<file path="src/rtl/pipe_ctrl_pkg.sv">
// pipe_ctrl_pkg: shared hold levels, bus widths, controller state type and counter sizing
package pipe_ctrl_pkg;
  localparam int ADDR_W = 32;
  localparam int HOLD_W = 3;
  localparam logic [HOLD_W-1:0] HOLD_NONE  = 3'd0;
  localparam logic [HOLD_W-1:0] HOLD_PC    = 3'd1;
  localparam logic [HOLD_W-1:0] HOLD_IF_ID = 3'd2;
  localparam logic [HOLD_W-1:0] HOLD_ID_EX = 3'd3;
  typedef enum logic [1:0] {IDLE, FLUSH, STALL} pipe_ctrl_state_t;
  function automatic int cnt_w(input int n);
    return $clog2(n) + 1;
  endfunction
endpackage

</file>
<file path="src/rtl/pipe_ctrl_stall_watchdog.sv">
// stall_watchdog: saturating stall counter with a sticky timeout flag
module stall_watchdog
  import pipe_ctrl_pkg::*;
#(
  parameter int LIMIT = 255,
  parameter int W = cnt_w(LIMIT)
) (
  input  logic clk,
  input  logic rst,
  input  logic enable,
  input  logic clear,
  output logic timeout
);
  localparam logic [W-1:0] MAX = W'(LIMIT);
  logic [W-1:0] count, base, nxt;
  // clear and enable together restart the count at 1
  assign base = clear ? '0 : count;
  assign nxt = (enable && base != MAX) ? base + 1'b1 : base;
  always_ff @(posedge clk) begin
    if (rst) begin
      count <= '0;
      timeout <= 1'b0;
    end else begin
      count <= nxt;
      timeout <= timeout | (nxt == MAX);
    end
  end
endmodule

</file>
<file path="src/rtl/pipe_ctrl.sv">
// pipe_ctrl: pipeline hold/flush controller with jump/irq redirect, flush sequence and stall watchdog
module pipe_ctrl
  import pipe_ctrl_pkg::*;
#(
  parameter int FLUSH_CYCLES = 2,
  parameter int STALL_TIMEOUT = 255
) (
  input  logic              clk_i,
  input  logic              rst_n_i,
  input  logic              jump_flag_i,
  input  logic [ADDR_W-1:0] jump_addr_i,
  input  logic              hold_ex_i,
  input  logic              hold_bus_i,
  input  logic              irq_req_i,
  input  logic [ADDR_W-1:0] irq_addr_i,
  output logic [HOLD_W-1:0] hold_flag_o,
  output logic              jump_flag_o,
  output logic [ADDR_W-1:0] jump_addr_o,
  output logic              irq_ack_o,
  output logic              timeout_o
);
  localparam int FW = cnt_w(FLUSH_CYCLES);
  pipe_ctrl_state_t state, state_n;
  logic [FW-1:0] flush_cnt, flush_n;
  logic [HOLD_W-1:0] lvl;
  logic in_flush, eval_idle, take_irq, take_jump, redirect, stall_go, stall_cont, timeout_q;
  assign in_flush = state == FLUSH;
  // a STALL cycle whose hold_ex has dropped behaves exactly like IDLE
  assign eval_idle = state == IDLE || (state == STALL && !hold_ex_i);
  assign take_irq = eval_idle && irq_req_i;
  assign take_jump = (eval_idle || in_flush) && jump_flag_i && !take_irq;
  assign redirect = take_irq || take_jump;
  assign stall_go = eval_idle && hold_ex_i && !redirect;
  assign stall_cont = state == STALL && hold_ex_i;
  always_comb begin
    lvl = (redirect || stall_go || stall_cont) ? HOLD_ID_EX : in_flush ? HOLD_IF_ID : HOLD_NONE;
    hold_flag_o = rst_n_i ? HOLD_NONE : (hold_bus_i && lvl < HOLD_PC) ? HOLD_PC : lvl;
    jump_flag_o = !rst_n_i && redirect;
    jump_addr_o = rst_n_i ? '0 : take_irq ? irq_addr_i : take_jump ? jump_addr_i : '0;
    irq_ack_o = !rst_n_i && take_irq;
    timeout_o = !rst_n_i && timeout_q;
    state_n = redirect ? FLUSH
            : (in_flush && flush_cnt != FW'(1)) ? FLUSH
            : (stall_go || stall_cont) ? STALL : IDLE;
    flush_n = redirect ? FW'(FLUSH_CYCLES) : in_flush ? flush_cnt - 1'b1 : '0;
  end
  always_ff @(posedge clk_i) begin
    if (rst_n_i) begin
      state <= IDLE;
      flush_cnt <= '0;
    end else begin
      state <= state_n;
      flush_cnt <= flush_n;
    end
  end
  stall_watchdog #(.LIMIT(STALL_TIMEOUT)) u_wdog (
    .clk(clk_i),
    .rst(rst_n_i),
    .enable(stall_go || stall_cont),
    .clear(!stall_cont),
    .timeout(timeout_q)
  );
endmodule
</file>
<file path="config.mk">
export PLATFORM = sky130hd
export DESIGN_NAME = pipe_ctrl
export DESIGN_NICKNAME = d
export VERILOG_FILES = /design/src/rtl/pipe_ctrl_pkg.sv /design/src/rtl/pipe_ctrl_stall_watchdog.sv /design/src/rtl/pipe_ctrl.sv
export SDC_FILE = /design/constraint.sdc
export NUM_CORES = 1
export LEC_CHECK = 0
export ABC_CLOCK_PERIOD_IN_PS = 7000
export CAP_MARGIN = 20
export CORE_MARGIN = 2
export CORE_UTILIZATION = 34
export DETAILED_ROUTE_END_ITERATION = 8
export PLACE_DENSITY = 0.87
export SETUP_SLACK_MARGIN = 0.02
export SLEW_MARGIN = 15
export SYNTH_ARGS = -nofsm -noshare
export SYNTH_HDL_FRONTEND = slang
export SYNTH_HIERARCHICAL = 1
export SYNTH_SLANG_ARGS = --single-unit
</file>
<file path="constraint.sdc">
create_clock -name clk_i -period 7 [get_ports clk_i]
set_input_delay 2.1 -clock clk_i [delete_from_list [all_inputs] [get_ports clk_i]]
set_output_delay 2.1 -clock clk_i [all_outputs]
set_load 0.05 [all_outputs]
</file>
==> results by group <==
Clock network
  • Post-CTS Resized: 0
  • Htree depth: 1
  • Worst-Skew Late Latency: 0.28 ns
  • CTS Buf Count: 3
  • CTS max path bufs: 2
  • # Post-CTS Setup Buffers: 0
  • CTS tree: yes
  • Hold_buf cts: 0
  • CTS Sinks: 14
  • Clk slew on worst S/H paths: 0.08 ns
  • CTS Root Cell: clkbuf_4

Logic synthesis
  • Syn nets: around 210
  • Mapped Area: 0.00120 mm²
  • Syn Area/Cell: 9.03 µm²
  • Yosys warning count: 6
  • Synth top area cells: a22o_1 (23%), dfxtp_1 (23%), buf_6 (4.7%)
  • Area leader, netlist: a22o_1
  • Synth top area share: 0.233
  • Yosys reg bits: 14
  • Cells after Synth: between 100 and 150
  • Sequential share of the synthesized area: 0.233
  • Yosys cell types: 43

STA
  • Final WS setup: between 0.8 and 0.9 ns
  • Slew @ Worst Pin: 0.497 ns
  • Final Hold Fails: 0
  • # setup viols final: 0
  • Final max-slew violation count: 0
  • Highest clock rate: 0.162 GHz
  • Minimum clock period: 6.16 ns
  • Clock skew: ~0.00068 ns
  • Final worst-path cycle share: 0.879
  • Worst rel slew slack: 0.668
  • RSZ-0062 raised after global routing: no
  • Setup TNS: 0 ns
  • Min Hold Slack: 0.452 ns

Layout
  • Antenna diodes: 0
  • Commonest cells after routing, fill and taps aside: clkdlybuf4s50_1 (73), buf_12 (33), a22o_1 (32), dfxtp_1 (14), nor2_1 (11)
  • Share of cells above drive strength 1: 0.197
  • Area Overhead vs Synth: 114%
  • Total Nets Final: 309
  • Most common cell after layout, fill and taps aside: clkdlybuf4s50_1
  • Final core utilization: 0.766
  • Layout filler cell count: around 230

GRT
  • GRT Max-Usage Layer: met2
  • Initial antenna violation count: 0
  • Number of global-route vias before repair: roughly 1,500
  • Global routing usage on met1: 0.263
  • Largest net degree at the start of global routing: 34
  • GR Layer Usage met2: 0.463
  • All-Layer GR Usage: 0.247
  • Routing usage on met3: 0.0714
  • Total gr overflow: 0
  • First-pass GRT wire length: around 7.8 mm

Floorplanning
  • Die Y: approximately 63 µm
  • Die W: 63.4 µm
  • Core area: 0.00336 mm²
  • Initial Utilization: 0.357
  • Die area: about 0.0040 mm²
  • I/O pin count: 108
  • Rows: 21

Place
  • GPL Wtd Cong: 0.874
  • HPWL after detailed placement: 4.14 mm
  • IO Port Bufs: 106
  • Pre-CTS setup slack: 0.852 ns

Power
  • Lkg Pwr: 0.00101 µW
  • Peak VDD IR: 0.0939 mV
  • Comb power frac: 0.593
  • P_sw: 117 µW
  • Internal power: 199 µW
  • Share of power burned in registers: 0.263
  • Share of total power in the clock network: 0.144
  • Power Dens Cells: about 120 mW/mm²
  • Switching Share: 0.370

Setup path
  • Worst EP arrival: 4.06 ns
  • CP Capture Type: output pin
  • Critical Path Fanout Max: 5
  • CP Data Required Time: between 4 and 5 ns
  • WS Path Type: in -> out
  • Worst setup SP type: input port

Route
  • Post-route DRC: 0
  • Routed Antenna Nets: 0
  • DR vias: ~1,400
  • Initial detailed-routing violation count: 66
  • Routed WL: slightly above 5 mm
  • Drt first pass iters: 4
  • Drt wl/cell: between 15 and 20 µm
  • Via-to-Cell Ratio: 5.14

Run
  • Max cap viols: 0

Status
  • Run status: finished, final reports clean

Hold path
  • Worst hold-check path type: reg -> reg
area by class of cell:
type / instances / area, µm² / area share
Sequential cell: 14 / 280 / 0.109
Inverter: 1 / 3.75 / 0.00146
Clock buffer: 3 / 22.5 / 0.00874
Tap cell: 46 / 57.6 / 0.0223
Timing Repair Buffer: 109 / 1410 / 0.549
Multi-Input combinational cell: 107 / 798 / 0.310
sequential cells by signal, summed over array words and instances, names as in the netlist:
register	count
u_wdog/timeout	1
state	2
u_wdog/count	9
flush_cnt	2
kinds of logic (layout without fill, tap and decap cells):
group,Yosys count,count (layout),synth area share
adder cells (fa/ha/maj),3,3,0.0313
multiplexers,1,1,0.00833
AO/OA/AOI/OAI,47,47,0.330
buffers and inverters,12,113,0.102
other,1,1,0.00312
flip-flops,14,14,0.233
AND/OR/NAND/NOR,50,50,0.255
XOR/XNOR,5,5,0.0365
Yosys cell counts (all sizes together):
| cell type | count |
|---|---|
| a22o | 32 |
| and4b | 2 |
| or2 | 1 |
| a211oi | 1 |
| nor4 | 1 |
| xnor2 | 2 |
| nand3b | 2 |
| xor2 | 3 |
| nand4bb | 1 |
| inv | 1 |
| o2bb2ai | 1 |
| nor2 | 11 |
| nor2b | 4 |
| nand3 | 2 |
| or3 | 1 |
| o21ai | 4 |
| mux2i | 1 |
| nand4 | 5 |
| a21oi | 4 |
| dfxtp | 14 |
| o21ba | 1 |
| nor3 | 3 |
| ha | 3 |
| or4 | 1 |
| a21o | 1 |
| nand2b | 7 |
| conb | 1 |
| nand2 | 5 |
| a31oi | 1 |
| buf | 11 |
| o21a | 1 |
| and2b | 3 |
| o31ai | 1 |
| and3b | 1 |
critical path, cell delays in order:
cell and delay (ns):
clkdlybuf4s50_1 0.55, o21ai_2 0.22, o21ai_1 0.19, a21oi_1 0.17, clkdlybuf4s50_1 0.82
path summary, 6_finish.rpt:
check        slack [ns]             end          from  cells past startpoint
max                0.84  hold_flag_o[0]     hold_ex_i                      5
max reg2reg        3.78  u_wdog/timeout      state[1]                     11
min                0.45    flush_cnt[0]  flush_cnt[0]                      1
min reg2reg        0.45    flush_cnt[0]  flush_cnt[0]                      1
routing by layer:
layer | vias up | share of wire | wire length, µm
li1 | 706 | - | -
met1 | 654 | 0.37 | 1890
met2 | 67 | 0.53 | 2670
met3 | 11 | 0.085 | 429
met4 | 0 | 0.016 | 80
met5 | - | 0 | 0
power by group through the flow:
| stage | logic [µW] | clock network (µW) | registers [µW] |
|---|---|---|---|
| 2_1_floorplan | 86.3 | 0 | 84.5 |
| 3_3_place_gp | 185 | 0 | 84.9 |
| 3_5_place_dp | 188 | 0 | 85.1 |
| 4_1_cts | 189 | 46.3 | 83.2 |
| 5_1_grt | 194 | 48.1 | 83.7 |
| 6_report | 187 | 45.4 | 83.3 |
per-stage QoR:
stage	power [µW]	cells	cell area, µm²
floorplan	171	133	1200
global placement	269	277	2550
detailed placement	273	277	2550
CTS	318	280	2580
global route	326	280	2580
finish	316	280	2580
Power figures use the tool's default switching activity.
==> variant 1, RTL diff (same flow settings) <==
`FLUSH_CYCLES`: 2 -> 4.
--- a/src/rtl/pipe_ctrl.sv
+++ b/src/rtl/pipe_ctrl.sv
@@ -3,5 +3,5 @@
   import pipe_ctrl_pkg::*;
 #(
-  parameter int FLUSH_CYCLES = 2,
+  parameter int FLUSH_CYCLES = 4,
   parameter int STALL_TIMEOUT = 255
 ) (
Formal check against the unedited RTL: not equivalent (a bounded check fails within 4 cycles, from zero or initial values and one cycle with rst_n_i high).
==> variant 1 against the unedited design <==
Sequential cell count increased by 1; critical path type unchanged; setup slack got worse by 98 ps; area after synthesis increased by 11%; wire length increased by 13%; via count increased by 14%; design area increased by 6.8%; sequential power increased by 7.2%; total power increased by 11%.
==> variant 1: results <==
critical_path:
  critPathLaunch: "rst_n_i"
  crit_path_max_fanout: 15
  r2r-start: "state[0]"
synth:
  synth_cell_types: 41
  synth.area.top_cells: "dfxtp_1 23%, a22o_1 21%, nand2b_1 4.2%"
  synth_adder_area_share: 0.03759
  synth_compound_area_frac: 0.3233
  synth_cells: 151
  synthMuxAreaShare: 0
  ys_top_cells_by_count: "32 x a22o_1, 15 x dfxtp_1, 12 x nor2_1"
grt:
  grt_util_all_layers: 0.2601
  grt_max_degree: 18
timing:
  finalClockSkew_ps: 4.623
  max_slew_margin: 0.5942
  min_period_ps: 6254
place:
  pre_cts_slack_ps: 758.8
  place_congestion: 0.7991
  post-place-cells: 298
  dp_hpwl_um: 4661
pwr:
  power_clock_mw: 0.0711
  p_leak_nw: 1.042
  netSwitchingPower_mw: 0.1251
finish:
  reg_top3: "u_wdog/count x9, flush_cnt x3, state x2"
  nNetsFinal: 329
clocking:
  clk_pin_slew_ps: 60
  insertion_delay_ps: 250
  root_buffer: "clkbuf_8"
status:
  status: "finished, final reports clean"
route:
  routed_wirelength_um: 5714
  vias_per_cell: 5.414
  wl_per_cell_um: 18.92
## variant 1: how the worst min path moves through the flow
stage	to	start	slack [ps]
after CTS	flush_cnt[0]	flush_cnt[0]	470
after global placement	flush_cnt[0]	flush_cnt[0]	440
final	flush_cnt[0]	flush_cnt[0]	460
after global routing	flush_cnt[0]	flush_cnt[0]	490
after floorplan	flush_cnt[0]	flush_cnt[0]	430
after detailed placement	u_wdog/timeout	u_wdog/timeout	450
## variant 1: area by class of cell
class | instances | area share
Clock buffer | 3 | 0.01500
Clock inverter | 1 | 0.001818
Multi-Input combinational cell | 120 | 0.3277
Tap cell | 48 | 0.02182
Inverter | 4 | 0.005455
Timing Repair Buffer | 111 | 0.5191
Sequential cell | 15 | 0.1091
## variant 1: routing by layer
layer  track usage  vias up  share of wire
met2        0.4725       78           0.50
met1        0.2752      772           0.36
met3       0.06926       16          0.099
li1              -      769              -
met5             0        -              0
met4        0.1250        0          0.039
==> variant 2, RTL diff (same flow settings) <==
Without the edit above. Register the inputs `irq_req_i` and `irq_addr_i` before use, cleared by the reset. The logic sees them one clock later. The other inputs are not delayed to match.
--- a/src/rtl/pipe_ctrl.sv
+++ b/src/rtl/pipe_ctrl.sv
@@ -21,4 +21,18 @@
 );
   localparam int FW = cnt_w(FLUSH_CYCLES);
+
+  logic irq_req_q;
+  logic [ADDR_W-1:0] irq_addr_q;
+
+  always_ff @(posedge clk_i) begin
+    if (rst_n_i) begin
+      irq_req_q  <= '0;
+      irq_addr_q <= '0;
+    end else begin
+      irq_req_q  <= irq_req_i;
+      irq_addr_q <= irq_addr_i;
+    end
+  end
+
   pipe_ctrl_state_t state, state_n;
   logic [FW-1:0] flush_cnt, flush_n;
@@ -28,5 +42,5 @@
   // a STALL cycle whose hold_ex has dropped behaves exactly like IDLE
   assign eval_idle = state == IDLE || (state == STALL && !hold_ex_i);
-  assign take_irq = eval_idle && irq_req_i;
+  assign take_irq = eval_idle && irq_req_q;
   assign take_jump = (eval_idle || in_flush) && jump_flag_i && !take_irq;
   assign redirect = take_irq || take_jump;
@@ -37,5 +51,5 @@
     hold_flag_o = rst_n_i ? HOLD_NONE : (hold_bus_i && lvl < HOLD_PC) ? HOLD_PC : lvl;
     jump_flag_o = !rst_n_i && redirect;
-    jump_addr_o = rst_n_i ? '0 : take_irq ? irq_addr_i : take_jump ? jump_addr_i : '0;
+    jump_addr_o = rst_n_i ? '0 : take_irq ? irq_addr_q : take_jump ? jump_addr_i : '0;
     irq_ack_o = !rst_n_i && take_irq;
     timeout_o = !rst_n_i && timeout_q;
Check against the original RTL: not equivalent (a bounded check fails within 4 cycles, from zero or initial values and one cycle with rst_n_i high).
==> variant 2 against the unedited design <==
Total power grew 86%; wire length down 0.24%; area after synthesis up 71%; sequential cell count grew 33; critical path type unchanged; setup slack better by 48 ps; largest power group is now registers; design area rose by 26%; hold slack improved by 26 ps; highest routed layer unchanged; clock power increased to 3.5 times the old value.
==> variant 2: results <==
synth:
  synth.area.top_cells: "dfxtp_1 46%, a22o_1 13%, nor2b_1 12%"
  synth_top_area_frac: 0.4571
  ys_top_cells_by_count: "47 x dfxtp_1, 38 x nor2b_1, 30 x a22o_1"
  synth_cell_types: 41
  ys_warn_count: 6
  ys_async_sr_fraction: 0
  synth_fp_nets: 277
  ys_seq_area_frac: 0.4571
grt:
  grtUsageMet2: 0.2626
  grt_max_degree: 34
  antenna_found_initial: 0
  grt_util_all_layers: 0.1453
  grt_pass1_vias: 1654
  grt_pass1_wl_um: 7527
  grtUsageMet1: 0.1599
  met3_usage: 0.04286
pwr:
  p_leak_nw: 1.333
  ir_drop_v: 0.00008203
place:
  dp_hpwl_um: 3832
  port_buffers: 106
  place_congestion: 0.8318
route:
  wirelength_met1_um: 2017
  vias_per_cell: 4.827
  drtIter0Drc: 38
  wl_per_cell_um: 13.28
  dr_wl_met3_um: 490
  wl_met2_um: 2490
  top_layer: "met4"
  dr.pass1.iters: 4
critical_path:
  critPathArrivalTime_ps: 4010
  crit_path_max_incr_delay_ps: 840
  r2r-start: "state[0]"
  critPathLaunch: "hold_ex_i"
  crit_slowest_cell: "clkdlybuf4s50_1"
  crit_path_max_fanout: 6
clocking:
  post_cts_buffers: 0
  clk_pin_slew_ps: 80
  cts_resized: 0
  cts_buffers: 5
  clk_path_buf_depth: 2
  htree_levels: 2
  root_buffer: "clkbuf_8"
  insertion_delay_ps: 280
finish:
  reg_top3: "irq_addr_q x32, u_wdog/count x9"
  nNetsFinal: 379
  drive_gt1_frac: 0.1765
  diodes: 0
status:
  status: "finished, final reports clean"
timing:
  max_slew_margin: 0.6666
  finalClockSkew_ps: 2.705
  worst-slew-pin-transition_ps: 498.5
hold_path:
  holdCritPathClass: "flop to flop"
  hp-start: "u_wdog/timeout"
[variant 2: worst max-delay path, delay by kind of cell]
family	cells	cell delay [ps]
compound gates	3	560
buf+inv	2	1360
[variant 2: per-stage QoR]
step                instance area [um2]  instances  utilization  total power [mW]  worst slack, ps
finish                             3244        381       0.5512            0.5872            891.1
global route                       3244        381       0.5512            0.6150            770.9
CTS                                3229        380       0.5487            0.5945            579.7
detailed placement                 3142        373       0.5338            0.4351            591.0
global placement                   3142        373       0.5338            0.4322            741.7
floorplan                          2058        204            -            0.3672             1634
[variant 2: cell type report]
type	instances	area, um2
tap	75	93.84
fill	519	2641
sequential	47	940.9
multi-input combinational	142	1015
clock buffer	6	82.58
inverter	1	3.754
timing repair buffer	109	1104
clock inverter	1	5.005
[variant 2: path summary, 6_finish.rpt]
kind,endpoint,slack (ps),cells after the start
worst max-delay path,hold_flag_o[0],890,5
worst min-delay path,u_wdog/timeout,480,2
worst max register to register,u_wdog/timeout,3920,12
worst min register to register,u_wdog/timeout,480,2
[variant 2: cell families (layout without fill, tap and decap cells)]
kind of cell    Yosys count  after routing  share of synthesized area
fa+ha+maj                 3              3                    0.01824
simple gates             85             85                     0.2535
xor+xnor                  5              5                    0.02128
other cells               1              1                   0.001822
flops                    47             47                     0.4571
mux                       1              1                   0.004863
compound gates           47             47                     0.1933
buf+inv                  15            117                    0.04984
[variant 2: where the power goes]
group	leakage [nW]	total [mW]	switching (mW)	internal (mW)
Clock	0.0470	0.159	0.0811	0.0775
Sequential	0.389	0.284	0.00495	0.279
Combinational	0.897	0.145	0.0728	0.0719
Total	1.33	0.587	0.159	0.428
